==> config.mk <==
export PLATFORM = sky130hd
export DESIGN_NAME = uart_boot_loader
export DESIGN_NICKNAME = d
export VERILOG_FILES = /design/src/rtl/uart_boot_loader.sv
export SDC_FILE = /design/constraint.sdc
export NUM_CORES = 1
export LEC_CHECK = 0
export CAP_MARGIN = 20
export CORE_ASPECT_RATIO = 1.4
export CORE_MARGIN = 2
export CORE_UTILIZATION = 30
export CTS_BUF_LIST = sky130_fd_sc_hd__clkbuf_4
export DETAILED_ROUTE_END_ITERATION = 8
export REMOVE_ABC_BUFFERS = 1
export SKIP_CTS_REPAIR_TIMING = 1
export SYNTH_ARGS = -nofsm -noshare
export SYNTH_HDL_FRONTEND = slang
export SYNTH_SLANG_ARGS = --single-unit
==> constraint.sdc <==
create_clock -name sys_clk -period 10 [get_ports sys_clk]
set_input_delay 2 -clock sys_clk [delete_from_list [all_inputs] [get_ports sys_clk]]
set_output_delay 2 -clock sys_clk [all_outputs]
set_load 0.02 [all_outputs]
==> src/rtl/uart_boot_loader.sv <==
// UART boot loader: polls the UART RX register, parses a framed boot image and writes it to memory.
// Optional feature macro: BOOT_CHECKSUM_EN (trailing mod-256 payload checksum byte).
module uart_boot_loader #(
  parameter logic [7:0]  MAGIC       = 8'hA5,
  parameter int unsigned POLL_GAP    = 4,
  parameter int unsigned TIMEOUT_CYC = 1_000_000,
  parameter int unsigned MAX_LEN     = 32'h10000
) (
  input  logic        sys_clk,
  input  logic        sys_rst_n,
  input  logic        start,
  output logic        busy,
  output logic        done,
  output logic        err,
  output logic [1:0]  err_code,
  output logic [31:0] entry_o,
  output logic [31:0] u_adr_o,
  output logic [31:0] u_dat_o,
  output logic        u_we_o,
  output logic        u_stb_o,
  input  logic        u_ack_i,
  input  logic [31:0] u_dat_i,
  output logic [31:0] m_adr_o,
  output logic [31:0] m_dat_o,
  output logic [3:0]  m_sel_o,
  output logic        m_we_o,
  output logic        m_stb_o,
  input  logic        m_ack_i
);

  typedef enum logic [2:0] {StIdle, StGap, StPoll, StSample, StMemwr, StDone, StErr} state_e;
  typedef enum logic [2:0] {PhMagic, PhLen, PhAddr, PhPayload, PhChk} phase_e;

  state_e      state_q, state_d;
  phase_e      phase_q, phase_d;
  logic [31:0] gap_q, gap_d;
  logic [31:0] timer_q, timer_d;
  logic [1:0]  fld_q, fld_d;
  logic [31:0] len_q, len_d;
  logic [31:0] addr_q, addr_d;
  logic [31:0] cnt_q, cnt_d;
  logic [31:0] word_q, word_d;
  logic [31:0] data_q, data_d;
  logic [3:0]  sel_q, sel_d;
  logic        done_q, done_d;
  logic        err_q, err_d;
  logic [1:0]  code_q, code_d;
  logic [31:0] entry_q, entry_d;
`ifdef BOOT_CHECKSUM_EN
  logic [7:0]  sum_q, sum_d;
`endif

  logic [7:0] rx_byte;
  logic [1:0] lane;
  logic       unused_dat;

  assign rx_byte    = u_dat_i[7:0];
  assign lane       = cnt_q[1:0];
  assign unused_dat = ^u_dat_i[31:9];

  always_comb begin
    state_d = state_q;
    phase_d = phase_q;
    gap_d   = gap_q;
    timer_d = timer_q;
    fld_d   = fld_q;
    len_d   = len_q;
    addr_d  = addr_q;
    cnt_d   = cnt_q;
    word_d  = word_q;
    data_d  = data_q;
    sel_d   = sel_q;
    done_d  = done_q;
    err_d   = err_q;
    code_d  = code_q;
    entry_d = entry_q;
`ifdef BOOT_CHECKSUM_EN
    sum_d   = sum_q;
`endif
    // The RX silence timer only runs while polling, not while a memory write is pending.
    if ((state_q == StGap || state_q == StPoll || state_q == StSample) && TIMEOUT_CYC != 0) begin
      timer_d = timer_q + 32'd1;
    end
    unique case (state_q)
      StIdle: begin
        if (start) begin
          done_d  = 1'b0;
          err_d   = 1'b0;
          code_d  = 2'd0;
          phase_d = PhMagic;
          timer_d = '0;
          gap_d   = '0;
          fld_d   = '0;
          len_d   = '0;
          addr_d  = '0;
          cnt_d   = '0;
          word_d  = '0;
          data_d  = '0;
          sel_d   = '0;
`ifdef BOOT_CHECKSUM_EN
          sum_d   = '0;
`endif
          state_d = StGap;
        end
      end
      StGap: begin
        if (gap_q >= POLL_GAP - 1) begin
          gap_d   = '0;
          state_d = StPoll;
        end else begin
          gap_d = gap_q + 32'd1;
        end
      end
      StPoll: begin
        if (u_ack_i) state_d = StSample;
      end
      StSample: begin
        if (!u_dat_i[8]) begin
          if (TIMEOUT_CYC != 0 && timer_q >= TIMEOUT_CYC) begin
            code_d  = 2'd2;
            state_d = StErr;
          end else begin
            state_d = StGap;
          end
        end else begin
          timer_d = '0;
          state_d = StGap;
          unique case (phase_q)
            PhMagic: begin
              if (rx_byte != MAGIC) begin
                code_d  = 2'd1;
                state_d = StErr;
              end else begin
                phase_d = PhLen;
              end
            end
            PhLen: begin
              len_d[{fld_q, 3'b000} +: 8] = rx_byte;
              fld_d = fld_q + 2'd1;
              if (fld_q == 2'd3) phase_d = PhAddr;
            end
            PhAddr: begin
              addr_d[{fld_q, 3'b000} +: 8] = rx_byte;
              fld_d = fld_q + 2'd1;
              if (fld_q == 2'd3) begin
                if (addr_d[1:0] != 2'b00 || len_q > MAX_LEN) begin
                  code_d  = 2'd0;
                  state_d = StErr;
                end else if (len_q == 32'd0) begin
`ifdef BOOT_CHECKSUM_EN
                  phase_d = PhChk;
`else
                  state_d = StDone;
`endif
                end else begin
                  phase_d = PhPayload;
                end
              end
            end
            PhPayload: begin
              data_d[{lane, 3'b000} +: 8] = rx_byte;
              sel_d[lane] = 1'b1;
              cnt_d = cnt_q + 32'd1;
`ifdef BOOT_CHECKSUM_EN
              sum_d = sum_q + rx_byte;
`endif
              if (lane == 2'd3 || cnt_d == len_q) state_d = StMemwr;
            end
            PhChk: begin
`ifdef BOOT_CHECKSUM_EN
              if (rx_byte == sum_q) begin
                state_d = StDone;
              end else begin
                code_d  = 2'd3;
                state_d = StErr;
              end
`else
              state_d = StDone;
`endif
            end
            default: state_d = StErr;
          endcase
        end
      end
      StMemwr: begin
        if (m_ack_i) begin
          data_d  = '0;
          sel_d   = '0;
          word_d  = word_q + 32'd1;
          state_d = StGap;
          if (cnt_q == len_q) begin
`ifdef BOOT_CHECKSUM_EN
            phase_d = PhChk;
`else
            state_d = StDone;
`endif
          end
        end
      end
      StDone:  state_d = StIdle;
      StErr:   state_d = StIdle;
      default: state_d = StIdle;
    endcase
    // Sticky flags rise together with the terminal state so they line up with busy falling.
    if (state_d == StDone) begin
      done_d  = 1'b1;
      entry_d = addr_d;
    end
    if (state_d == StErr) err_d = 1'b1;
  end

  always_ff @(posedge sys_clk or negedge sys_rst_n) begin
    if (!sys_rst_n) begin
      state_q <= StIdle;
      phase_q <= PhMagic;
      gap_q   <= '0;
      timer_q <= '0;
      fld_q   <= '0;
      len_q   <= '0;
      addr_q  <= '0;
      cnt_q   <= '0;
      word_q  <= '0;
      data_q  <= '0;
      sel_q   <= '0;
      done_q  <= 1'b0;
      err_q   <= 1'b0;
      code_q  <= '0;
      entry_q <= '0;
`ifdef BOOT_CHECKSUM_EN
      sum_q   <= '0;
`endif
    end else begin
      state_q <= state_d;
      phase_q <= phase_d;
      gap_q   <= gap_d;
      timer_q <= timer_d;
      fld_q   <= fld_d;
      len_q   <= len_d;
      addr_q  <= addr_d;
      cnt_q   <= cnt_d;
      word_q  <= word_d;
      data_q  <= data_d;
      sel_q   <= sel_d;
      done_q  <= done_d;
      err_q   <= err_d;
      code_q  <= code_d;
      entry_q <= entry_d;
`ifdef BOOT_CHECKSUM_EN
      sum_q   <= sum_d;
`endif
    end
  end

  assign busy     = (state_q == StGap) || (state_q == StPoll) ||
                    (state_q == StSample) || (state_q == StMemwr);
  assign done     = done_q;
  assign err      = err_q;
  assign err_code = code_q;
  assign entry_o  = entry_q;

  assign u_adr_o = '0;
  assign u_dat_o = '0;
  assign u_we_o  = 1'b0;
  assign u_stb_o = (state_q == StPoll);

  // Bus fields are gated so they read 0 outside an active write.
  assign m_stb_o = (state_q == StMemwr);
  assign m_we_o  = m_stb_o;
  assign m_adr_o = m_stb_o ? addr_q + (word_q << 2) : '0;
  assign m_dat_o = m_stb_o ? data_q : '0;
  assign m_sel_o = m_stb_o ? sel_q : '0;

endmodule

### Word level (Yosys, flattened, before mapping)

Cells that the tools add are included.

| word-level totals | value |
|---|---|
| output and inout bits | 173 |
| bits in read-only memories | 0 |
| latch bits | 0 |
| bits in registers | 272 |
| memory bits (writable) | 0 |
| memories | 0 |

| cells by class | value |
|---|---|
| add/subtract/negate cells | 8 |
| $lt $le $gt $ge | 5 |
| shift operators | 4 |
| equal/unequal tests | 32 |
| reduce and logical (&&, ||, !) cells | 29 |
| bitwise logic cells | 1 |
| div/mod/pow operators | 0 |
| muxes and demuxes | 74 |
| multipliers | 0 |

Operator list:

| operator | number |
|---|---|
| $mux W32 | 18 |
| $pmux W32 S2 | 6 |
| $add A32 B1 Y32 const B | 4 |
| $bwmux W32 | 3 |
| $pmux W32 S3 | 1 |
| $eq A32 B32 Y1 | 2 |
| $shift A8 B7 Y32 const A | 2 |
| $shiftx A8 B7 Y32 | 2 |
| $mux W3 | 19 |
| $add A32 B32 Y32 | 1 |
| $ge A32 B2 Y1 const B | 1 |
| $ge A32 B20 Y1 const B | 1 |
| $gt A32 B17 Y1 const B | 1 |
| $logic_not A32 Y1 | 1 |
| $pmux W3 S5 | 2 |
| $mux W4 | 5 |
| $ne A3 B3 Y1 const B | 6 |
| $mux W2 | 8 |
| $reduce_bool A2 Y1 | 8 |
| $neg A5 Y7 | 2 |
| $eq A3 B2 Y1 const B | 4 |
| $eq A3 B3 Y1 const B | 4 |
| $ne A4 B4 Y1 const B | 3 |
| $pmux W2 S2 | 3 |
| 27 further kinds | 46 |

### Longest topological paths before layout

Gate-level depths: netlist (run 1).

| depth | value |
|---|---|
| depth after elaboration | 13 |
| gate-level depth with buffers | 13 |
| depth with buffers taken out | 11 |

### Worst setup path after synthesis (run 1)

No wires, ideal clock.

| path | value |
|---|---|
| path kind | reg2out |
| start point | register word_q[0] |
| end point | output m_adr_o[20] |
| required time | 8000 ps |
| buffers on the path | 0 |
| cell stages (with the launch flop) | 12 |
| path slack | 5104 ps |
| data arrival time | 2896 ps |
| path through | dfrtp_1 -> ha_1 -> fa_1 -> a21o_1 -> a21o_1 -> a211oi_1 -> o211ai_1 -> nand3_1 -> a21boi_0 -> o21a_1 -> o21ai_0 -> nor3b_1 |

| between the ends | value |
|---|---|
| cells in the longest elaborated chain, start to end | 2 |

Ends and longest elaborated chain:

| element | RTL line | source |
|---|---|---|
| start: declaration | 42 | `logic [31:0] word_q, word_d;` |
| start signal: assignment | 241 | `word_q <= word_d;` |
| $add A32 B32 Y32 | 269 | `assign m_adr_o = m_stb_o ? addr_q + (word_q << 2) : '0;` |
| $mux W32 | 269 |  |
| end: declaration | 23 | `output logic [31:0] m_adr_o,` |

No other way between the ends.

### Worst setup path in the final report (run 1)

Ends and elaborated chain as after synthesis.

==> impl_metrics.xml, run 1 <==
<?xml version="1.0" encoding="UTF-8"?>
<metrics>
  <group name="cts">
    <metric name="cell_at_the_root_of_the_clock_tree" unit="">sky130_fd_sc_hd__clkbuf_4</metric>
    <metric name="cts_made_buffers" unit="">72</metric>
    <metric name="clock_insertion_delay_worst_skew" unit="ns">0.76</metric>
    <metric name="tritoncts" unit="">yes</metric>
    <metric name="cts-root-to-sink-buffers" unit="">3</metric>
    <metric name="ctsHtreeMaxLevel" unit="">3</metric>
    <metric name="cts.sink_count" unit="">269</metric>
    <metric name="clkSlewWorstSetupHoldPaths" unit="ns">0.06</metric>
  </group>
  <group name="yosys">
    <metric name="post_synth_top_area_share" unit="%">43.6</metric>
    <metric name="postSynthCellCount" unit="">1678</metric>
    <metric name="synth-async-reset-ratio" unit="%">100</metric>
    <metric name="synth.cells.most_frequent" unit="">sky130_fd_sc_hd__dfrtp_1 (269), sky130_fd_sc_hd__nand2_1 (174), sky130_fd_sc_hd__nor2_1 (168), sky130_fd_sc_hd__o21ai_0 (109), sky130_fd_sc_hd__xor2_1 (78)</metric>
    <metric name="synth_flop_cell" unit="">sky130_fd_sc_hd__dfrtp_1</metric>
    <metric name="synth.yosys.seq_area_share" unit="%">43.6</metric>
    <metric name="synth_top_area_cell" unit="">sky130_fd_sc_hd__dfrtp_1</metric>
    <metric name="post-synth-top-count-cell" unit="">sky130_fd_sc_hd__dfrtp_1</metric>
    <metric name="yosys_register_bits" unit="">269</metric>
    <metric name="mappedNetlistArea" unit="mm2">0.0154</metric>
    <metric name="ys_types" unit="">71</metric>
    <metric name="synthSimpleGateAreaFrac" unit="%">22.0</metric>
    <metric name="synthesized_area_fraction_occupied_by_ao_oa_aoi_and_oai_cells" unit="%">14.4</metric>
    <metric name="synth_edf_count" unit="">0</metric>
    <metric name="yosys-mux-area-fraction" unit="%">2.74</metric>
    <metric name="synth_top_family_by_area" unit="">simple AND/OR/NAND/NOR gates</metric>
    <metric name="synthesis.yosys.warnings" unit="">0</metric>
    <metric name="leading_post_synthesis_cells_by_cell_area" unit="">sky130_fd_sc_hd__dfrtp_1 (44%), sky130_fd_sc_hd__xor2_1 (4.4%), sky130_fd_sc_hd__nand2_1 (4.2%)</metric>
    <metric name="synth-xor-area-share" unit="%">7.26</metric>
    <metric name="postSynthAreaPerCell" unit="um2">9.20</metric>
    <metric name="synth_adder_area_share" unit="%">3.78</metric>
  </group>
  <group name="route">
    <metric name="vias_after_detailed_routing" unit="">13096</metric>
    <metric name="dr_wl_cell" unit="um">18.2</metric>
    <metric name="routed_wl" unit="mm">45.4</metric>
    <metric name="drt-pass1-iter-count" unit="">5</metric>
    <metric name="drc" unit="">0</metric>
    <metric name="viasPerCell" unit="">5.23</metric>
    <metric name="dr.first_iter.drc_count" unit="">769</metric>
    <metric name="ant_nets" unit="">0</metric>
  </group>
  <group name="global_routing">
    <metric name="grt_antenna_before_repair" unit="">3</metric>
    <metric name="grt_max_degree" unit="">116</metric>
    <metric name="grt_pass1_vias" unit="">13139</metric>
    <metric name="grt_overflow" unit="">0</metric>
    <metric name="first_pass_grt_wire_length" unit="mm">72.0</metric>
    <metric name="globalRouteTotalUtil" unit="%">17.1</metric>
  </group>
  <group name="floorplan">
    <metric name="dieArea" unit="mm2">0.0533</metric>
    <metric name="ios" unit="">210</metric>
    <metric name="chipWidth" unit="um">196</metric>
    <metric name="rows" unit="">98</metric>
    <metric name="height_of_the_die" unit="um">272</metric>
    <metric name="core-area" unit="mm2">0.0510</metric>
    <metric name="start_util" unit="%">30.3</metric>
  </group>
  <group name="placement">
    <metric name="place_hpwl" unit="mm">32.1</metric>
    <metric name="io_buffers" unit="">121</metric>
    <metric name="placed_area" unit="mm2">0.0170</metric>
    <metric name="place.gp.congestion" unit="">0.901</metric>
  </group>
  <group name="job">
    <metric name="cap_viol_max_count" unit="">0</metric>
  </group>
  <group name="power">
    <metric name="p_sw_share" unit="%">35.9</metric>
    <metric name="cellLeakagePower" unit="nW">8.08</metric>
    <metric name="p_switching" unit="mW">1.05</metric>
    <metric name="intPower" unit="mW">1.87</metric>
    <metric name="seqPwrFrac" unit="%">41.3</metric>
    <metric name="combPwrFrac" unit="%">24.5</metric>
    <metric name="p_clk_share" unit="%">34.2</metric>
    <metric name="ir_worst_vdd" unit="V">0.0000933</metric>
    <metric name="power.total" unit="mW">2.92</metric>
    <metric name="power-per-cell-area" unit="mW/mm2">163</metric>
  </group>
  <group name="worst_setup_path">
    <metric name="cell_breakdown_of_the_critical_path" unit="">ha_1, fa_1, a21o_1, a21o_1, a211oi_1, o211ai_1, nand3_1, a21boi_0, o21a_1, o21ai_0, nor3b_1, clkdlybuf4s50_1</metric>
    <metric name="worstSetupEndpointType" unit="">output port</metric>
    <metric name="critPathSlowestCell" unit="">sky130_fd_sc_hd__clkdlybuf4s50_1</metric>
    <metric name="timing.critical_path.arrival" unit="ns">4.55</metric>
    <metric name="worstSetupStartpointType" unit="">register</metric>
    <metric name="max_stage_delay" unit="ns">0.66</metric>
    <metric name="maximum_fanout_encountered_on_the_critical_timing_path" unit="">4</metric>
    <metric name="crit_path_frequent_cell" unit="">sky130_fd_sc_hd__a21o_1</metric>
    <metric name="worst_ep_required_time" unit="ns">8.00</metric>
    <metric name="crit_path_kind" unit="">reg -&gt; out</metric>
  </group>
  <group name="outcome">
    <metric name="status" unit="">finished clean</metric>
  </group>
  <group name="sta">
    <metric name="timing_max_transition_violations_final" unit="">0</metric>
    <metric name="setup_viol" unit="">0</metric>
    <metric name="fin_crit_sh" unit="%">65.5</metric>
    <metric name="clock_skew" unit="ns">0.0405</metric>
    <metric name="finalCriticalPeriod" unit="ns">6.55</metric>
    <metric name="report.final.hold_viol_count" unit="">0</metric>
    <metric name="holdWs" unit="ns">0.473</metric>
    <metric name="worst-slew-pin-transition" unit="ns">1.13</metric>
    <metric name="slew-limit-headroom" unit="%">24.7</metric>
    <metric name="rsz0062_at_grt" unit="">false</metric>
    <metric name="maxClockFrequency" unit="MHz">153</metric>
    <metric name="post_route_setup_tns" unit="ns">0</metric>
  </group>
  <group name="layout">
    <metric name="finalCoreUtilization" unit="%">35.2</metric>
    <metric name="design_area" unit="mm2">0.0180</metric>
    <metric name="drive_above_1_share" unit="%">9.96</metric>
    <metric name="num-fill-cells" unit="">5247</metric>
    <metric name="area_delta_synth_final" unit="%">16.4</metric>
    <metric name="total_area_of_sequential_cells" unit="mm2">0.00673</metric>
    <metric name="total_area_of_multi_input_combinational_cells" unit="mm2">0.00800</metric>
    <metric name="fin_nets" unit="">1889</metric>
  </group>
  <group name="worst_hold_path">
    <metric name="hold_removal_path_class" unit="">reg -&gt; reg</metric>
  </group>
</metrics>
## worst max-delay path, delay by kind of cell, from the launching register on
family                   cells  cell delay [ns]
flip-flops                   1             0.43
buffers and inverters        1             0.66
adder cells (fa/ha/maj)      2             0.66
AO/OA/AOI/OAI                7             1.62
AND/OR/NAND/NOR              2             0.46
## layout make-up
class,count,share of cell area [%]
well taps,650,4.52
multi-input cells,1291,44.5
flip-flops and latches,269,37.4
diodes,4,0.0557
inverters,28,0.585
clock buffers,98,4.09
clock inverters,18,0.863
repair buffers,144,7.95
## placed cells by master (no fill, tap or decap), types with 8 or more instances in the layout
cell,n
sky130_fd_sc_hd__clkdlybuf4s50_1,120
sky130_fd_sc_hd__a21o_1,19
sky130_fd_sc_hd__clkbuf_4,98
sky130_fd_sc_hd__o21ai_0,109
sky130_fd_sc_hd__nor3_1,35
sky130_fd_sc_hd__a21oi_1,57
sky130_fd_sc_hd__nor2_1,166
sky130_fd_sc_hd__conb_1,65
sky130_fd_sc_hd__a31oi_1,15
sky130_fd_sc_hd__o21ai_1,8
sky130_fd_sc_hd__nand3_1,53
sky130_fd_sc_hd__or4_1,8
sky130_fd_sc_hd__o21a_1,8
sky130_fd_sc_hd__or3_1,17
sky130_fd_sc_hd__nor2b_1,36
sky130_fd_sc_hd__nor4_1,27
sky130_fd_sc_hd__and3_1,61
sky130_fd_sc_hd__inv_1,27
sky130_fd_sc_hd__dfrtp_1,269
sky130_fd_sc_hd__xor2_1,78
sky130_fd_sc_hd__buf_4,21
sky130_fd_sc_hd__nand4_1,41
sky130_fd_sc_hd__a22o_1,55
sky130_fd_sc_hd__nand2_1,174
sky130_fd_sc_hd__mux2_2,26
sky130_fd_sc_hd__and4_1,11
sky130_fd_sc_hd__mux2_1,8
sky130_fd_sc_hd__clkinv_1,10
sky130_fd_sc_hd__ha_1,45
sky130_fd_sc_hd__xnor2_1,50
## routing by layer
metal	GRT usage [%]	vias up	wire, um
met5	0	-	0
met3	3.27	142	2320
met2	29.6	411	22700
met1	19.3	6423	17800
met4	10.7	0	2610
li1	-	6120	-
## cells by family (layout without fill, tap and decap cells)
family                     after synthesis  count (layout)
xor gates and xnor gates               128             128
buffers and inverters                  182             288
AOI/OAI and AO/OA                      338             338
other                                    1              69
muxes                                   38              38
DFF                                    269             269
adders and majority gates               46              46
and+or+nand+nor                        676             676
## per-stage QoR
stage               instances  setup slack [ns]
finish                   2502              3.45
global route             2501              3.10
CTS                      2496              3.35
detailed placement       2380              4.22
global placement         2379              4.26
floorplan                1588              4.81
## power by group through the flow
stage,logic [mW],registers [mW],clock network (mW)
floorplan,0.409,1.23,0
global placement,0.692,1.22,0
detailed placement,0.712,1.23,0
CTS,0.714,1.21,1.03
global route,0.790,1.21,1.09
finish,0.717,1.21,0.999
## state kept, by name, summed over array words and instances, names as in the netlist, 2 cells and up
name,count
state_q,3
data_q,32
fld_q,2
sel_q,4
word_q,30
len_q,32
gap_q,32
entry_o,32
addr_q,32
cnt_q,32
phase_q,2
timer_q,32
err_code,2
## final timing paths
check	from	endpoint	slack, ns	depth (start not counted)
max	word_q[0]	m_adr_o[20]	3.45	12
min	data_q[22]	data_q[22]	0.47	2
max reg2reg	cnt_q[0]	entry_o[29]	4.67	11
min reg2reg	data_q[22]	data_q[22]	0.47	2
max in group asynchronous	sys_rst_n	addr_q[10]	7.05	2
min in group asynchronous	sys_rst_n	entry_o[30]	1.34	1
Power figures use the tool's default switching activity.
==> run 2: changes to the inputs <==
clock period = 6.65 ns   (was 10 ns; I/O delays follow)
==> run 2 against run 1 <==
Against the previous run:
- worst hold slack lost 0.0038 ns
- cell count shrank 0.12%
- final area shrank 0.47%
- clock-buffer cell count grew 2
- first-iteration DRC count grew 24%
- register-to-register slack lost 3.5 ns
- clock power grew 41%
- global-route usage grew 0.094 points
- non-clock buffer count shrank 1
- sequential share of layout area grew 0.18 points
- clock skew grew 0.013 ns
- power grew 47%
- largest cell class unchanged
- largest power group unchanged
==> impl_metrics.xml, run 2 (synthesized netlist as in run 1, its figures left out) <==
<?xml version="1.0" encoding="UTF-8"?>
<metrics>
  <group name="cts">
    <metric name="cts_made_buffers" unit="">69</metric>
    <metric name="clkSlewWorstSetupHoldPaths" unit="ns">0.07</metric>
    <metric name="cts-root-to-sink-buffers" unit="">3</metric>
    <metric name="clock_insertion_delay_worst_skew" unit="ns">0.78</metric>
    <metric name="cts.sink_count" unit="">269</metric>
    <metric name="cell_at_the_root_of_the_clock_tree" unit="">sky130_fd_sc_hd__clkbuf_4</metric>
    <metric name="ctsHtreeMaxLevel" unit="">3</metric>
    <metric name="tritoncts" unit="">yes</metric>
  </group>
  <group name="global_routing">
    <metric name="globalRouteTotalUtil" unit="%">17.1</metric>
    <metric name="grt_overflow" unit="">0</metric>
    <metric name="top_usage_layer" unit="">met2</metric>
    <metric name="gr_met3_demand_resource" unit="%">3.29</metric>
    <metric name="first_pass_grt_wire_length" unit="mm">72.1</metric>
    <metric name="grt_antenna_before_repair" unit="">3</metric>
    <metric name="met1_usage" unit="%">19.0</metric>
    <metric name="grt_max_degree" unit="">147</metric>
    <metric name="grt_pass1_vias" unit="">13103</metric>
    <metric name="met2_usage" unit="%">30.0</metric>
  </group>
  <group name="layout">
    <metric name="area_delta_synth_final" unit="%">15.9</metric>
    <metric name="design_area" unit="mm2">0.0179</metric>
    <metric name="num-fill-cells" unit="">5185</metric>
    <metric name="drive_above_1_share" unit="%">9.91</metric>
    <metric name="layout.cells.most_common" unit="">sky130_fd_sc_hd__dfrtp_1</metric>
    <metric name="fin_nets" unit="">1885</metric>
    <metric name="final_cell_mix" unit="">sky130_fd_sc_hd__dfrtp_1 (269), sky130_fd_sc_hd__nand2_1 (174), sky130_fd_sc_hd__nor2_1 (166)</metric>
  </group>
  <group name="worst_setup_path">
    <metric name="worst_ep_required_time" unit="ns">5.32</metric>
    <metric name="crit_path_kind" unit="">reg -&gt; out</metric>
    <metric name="worstSetupStartpointType" unit="">register</metric>
    <metric name="maximum_fanout_encountered_on_the_critical_timing_path" unit="">4</metric>
    <metric name="worstSetupEndpointType" unit="">output port</metric>
    <metric name="timing.critical_path.arrival" unit="ns">4.53</metric>
  </group>
  <group name="route">
    <metric name="dr_wl_cell" unit="um">18.4</metric>
    <metric name="drt-pass1-iter-count" unit="">5</metric>
    <metric name="vias_after_detailed_routing" unit="">13023</metric>
    <metric name="routed_wl" unit="mm">45.9</metric>
    <metric name="viasPerCell" unit="">5.21</metric>
    <metric name="dr.first_iter.drc_count" unit="">951</metric>
    <metric name="ant_nets" unit="">0</metric>
    <metric name="drc" unit="">0</metric>
  </group>
  <group name="placement">
    <metric name="placed_area" unit="mm2">0.0171</metric>
    <metric name="io_buffers" unit="">121</metric>
    <metric name="place.gp.congestion" unit="">0.944</metric>
    <metric name="place_hpwl" unit="mm">32.7</metric>
  </group>
  <group name="power">
    <metric name="p_clk_share" unit="%">32.6</metric>
    <metric name="intPower" unit="mW">2.71</metric>
    <metric name="p_switching" unit="mW">1.60</metric>
    <metric name="power-per-cell-area" unit="mW/mm2">241</metric>
    <metric name="ir_worst_vdd" unit="V">0.000114</metric>
    <metric name="cellLeakagePower" unit="nW">8.03</metric>
    <metric name="combPwrFrac" unit="%">25.3</metric>
    <metric name="seqPwrFrac" unit="%">42.1</metric>
    <metric name="p_sw_share" unit="%">37.0</metric>
  </group>
  <group name="sta">
    <metric name="timing_max_transition_violations_final" unit="">0</metric>
    <metric name="setup_viol" unit="">0</metric>
    <metric name="worst-slew-pin-transition" unit="ns">1.08</metric>
    <metric name="report.final.hold_viol_count" unit="">0</metric>
    <metric name="slew-limit-headroom" unit="%">27.6</metric>
    <metric name="finalCriticalPeriod" unit="ns">5.86</metric>
    <metric name="rsz0062_at_grt" unit="">false</metric>
    <metric name="fin_crit_sh" unit="%">88.1</metric>
    <metric name="clock_skew" unit="ns">0.0538</metric>
    <metric name="post_route_setup_tns" unit="ns">0</metric>
    <metric name="maxClockFrequency" unit="MHz">171</metric>
  </group>
  <group name="floorplan">
    <metric name="core-area" unit="mm2">0.0510</metric>
    <metric name="ios" unit="">210</metric>
    <metric name="height_of_the_die" unit="um">272</metric>
    <metric name="chipWidth" unit="um">196</metric>
    <metric name="rows" unit="">98</metric>
    <metric name="dieArea" unit="mm2">0.0533</metric>
    <metric name="start_util" unit="%">30.3</metric>
  </group>
  <group name="outcome">
    <metric name="status" unit="">finished clean</metric>
  </group>
  <group name="worst_hold_path">
    <metric name="hold_removal_path_class" unit="">reg -&gt; reg</metric>
  </group>
  <group name="job">
    <metric name="cap_viol_max_count" unit="">0</metric>
  </group>
</metrics>
run 2: changes by cell type in the layout (fill, tap and decap cells not counted), sizes merged:
cell      change
buf           -1
clkbuf        +2
diode         -1
clkinvlp      +3
clkinv        -3
bufinv        -3
run 2: worst paths after layout:
kind                            start     endpoint  slack [ns]  depth (start not counted)
hold reg to reg            data_q[30]   data_q[30]        0.47                          2
setup / recovery            word_q[0]  m_adr_o[20]        0.79                         12
setup reg to reg             cnt_q[0]  entry_o[28]        1.22                         11
hold / removal             data_q[30]   data_q[30]        0.47                          2
max in group asynchronous   sys_rst_n   data_q[25]        4.72                          2
min in group asynchronous   sys_rst_n  entry_o[29]        0.61                          1
run 2: worst max-delay path, stage by stage, from the launching register on:
cell and delay (ns):
sky130_fd_sc_hd__dfrtp_1 0.43, sky130_fd_sc_hd__ha_1 0.25, sky130_fd_sc_hd__fa_1 0.42, sky130_fd_sc_hd__a21o_1 0.18, sky130_fd_sc_hd__a21o_1 0.21, sky130_fd_sc_hd__a211oi_1 0.38, sky130_fd_sc_hd__o211ai_1 0.22, sky130_fd_sc_hd__nand3_1 0.19
sky130_fd_sc_hd__a21boi_0 0.19, sky130_fd_sc_hd__o21a_1 0.24, sky130_fd_sc_hd__o21ai_0 0.12, sky130_fd_sc_hd__nor3b_1 0.28, sky130_fd_sc_hd__clkdlybuf4s50_1 0.66
run 2: cell type report:
type,instances,area (um2),share of cell area (%)
Antenna cell,3,7.51,0.0420
Clock buffer,100,751,4.20
Clock inverter,15,73.8,0.413
Inverter,28,105,0.587
Multi-Input combinational cell,1291,8000,44.7
Sequential cell,269,6730,37.6
Tap cell,650,813,4.55
Timing Repair Buffer,143,1410,7.90
run 2: metal layers:
metal	up-vias	routed length, um
li1	6105	-
met1	6378	17900
met2	385	23100
met3	155	2090
met4	0	2780
met5	-	0
run 2: power by group through the flow:
stage / registers (mW) / clock network, mW / logic [mW]
6_report: 1.81 / 1.41 / 1.09
5_1_grt: 1.82 / 1.54 / 1.19
4_1_cts: 1.81 / 1.45 / 1.08
3_5_place_dp: 1.84 / 0 / 1.08
3_3_place_gp: 1.83 / 0 / 1.05
2_1_floorplan: 1.84 / 0 / 0.614
run 2: metrics by stage:
stage	power, mW	std cells	worst slack [ns]	hold WS, ns	utilization, %
6_report	4.31	2499	0.789	0.470	35.1
5_1_grt	4.55	2499	0.459	0.498	35.1
2_1_floorplan	2.46	1588	2.04	0.442	-
3_5_place_dp	2.92	2380	1.44	0.462	33.4
4_1_cts	4.34	2495	0.679	0.477	35.0
3_3_place_gp	2.88	2379	1.52	0.458	33.4
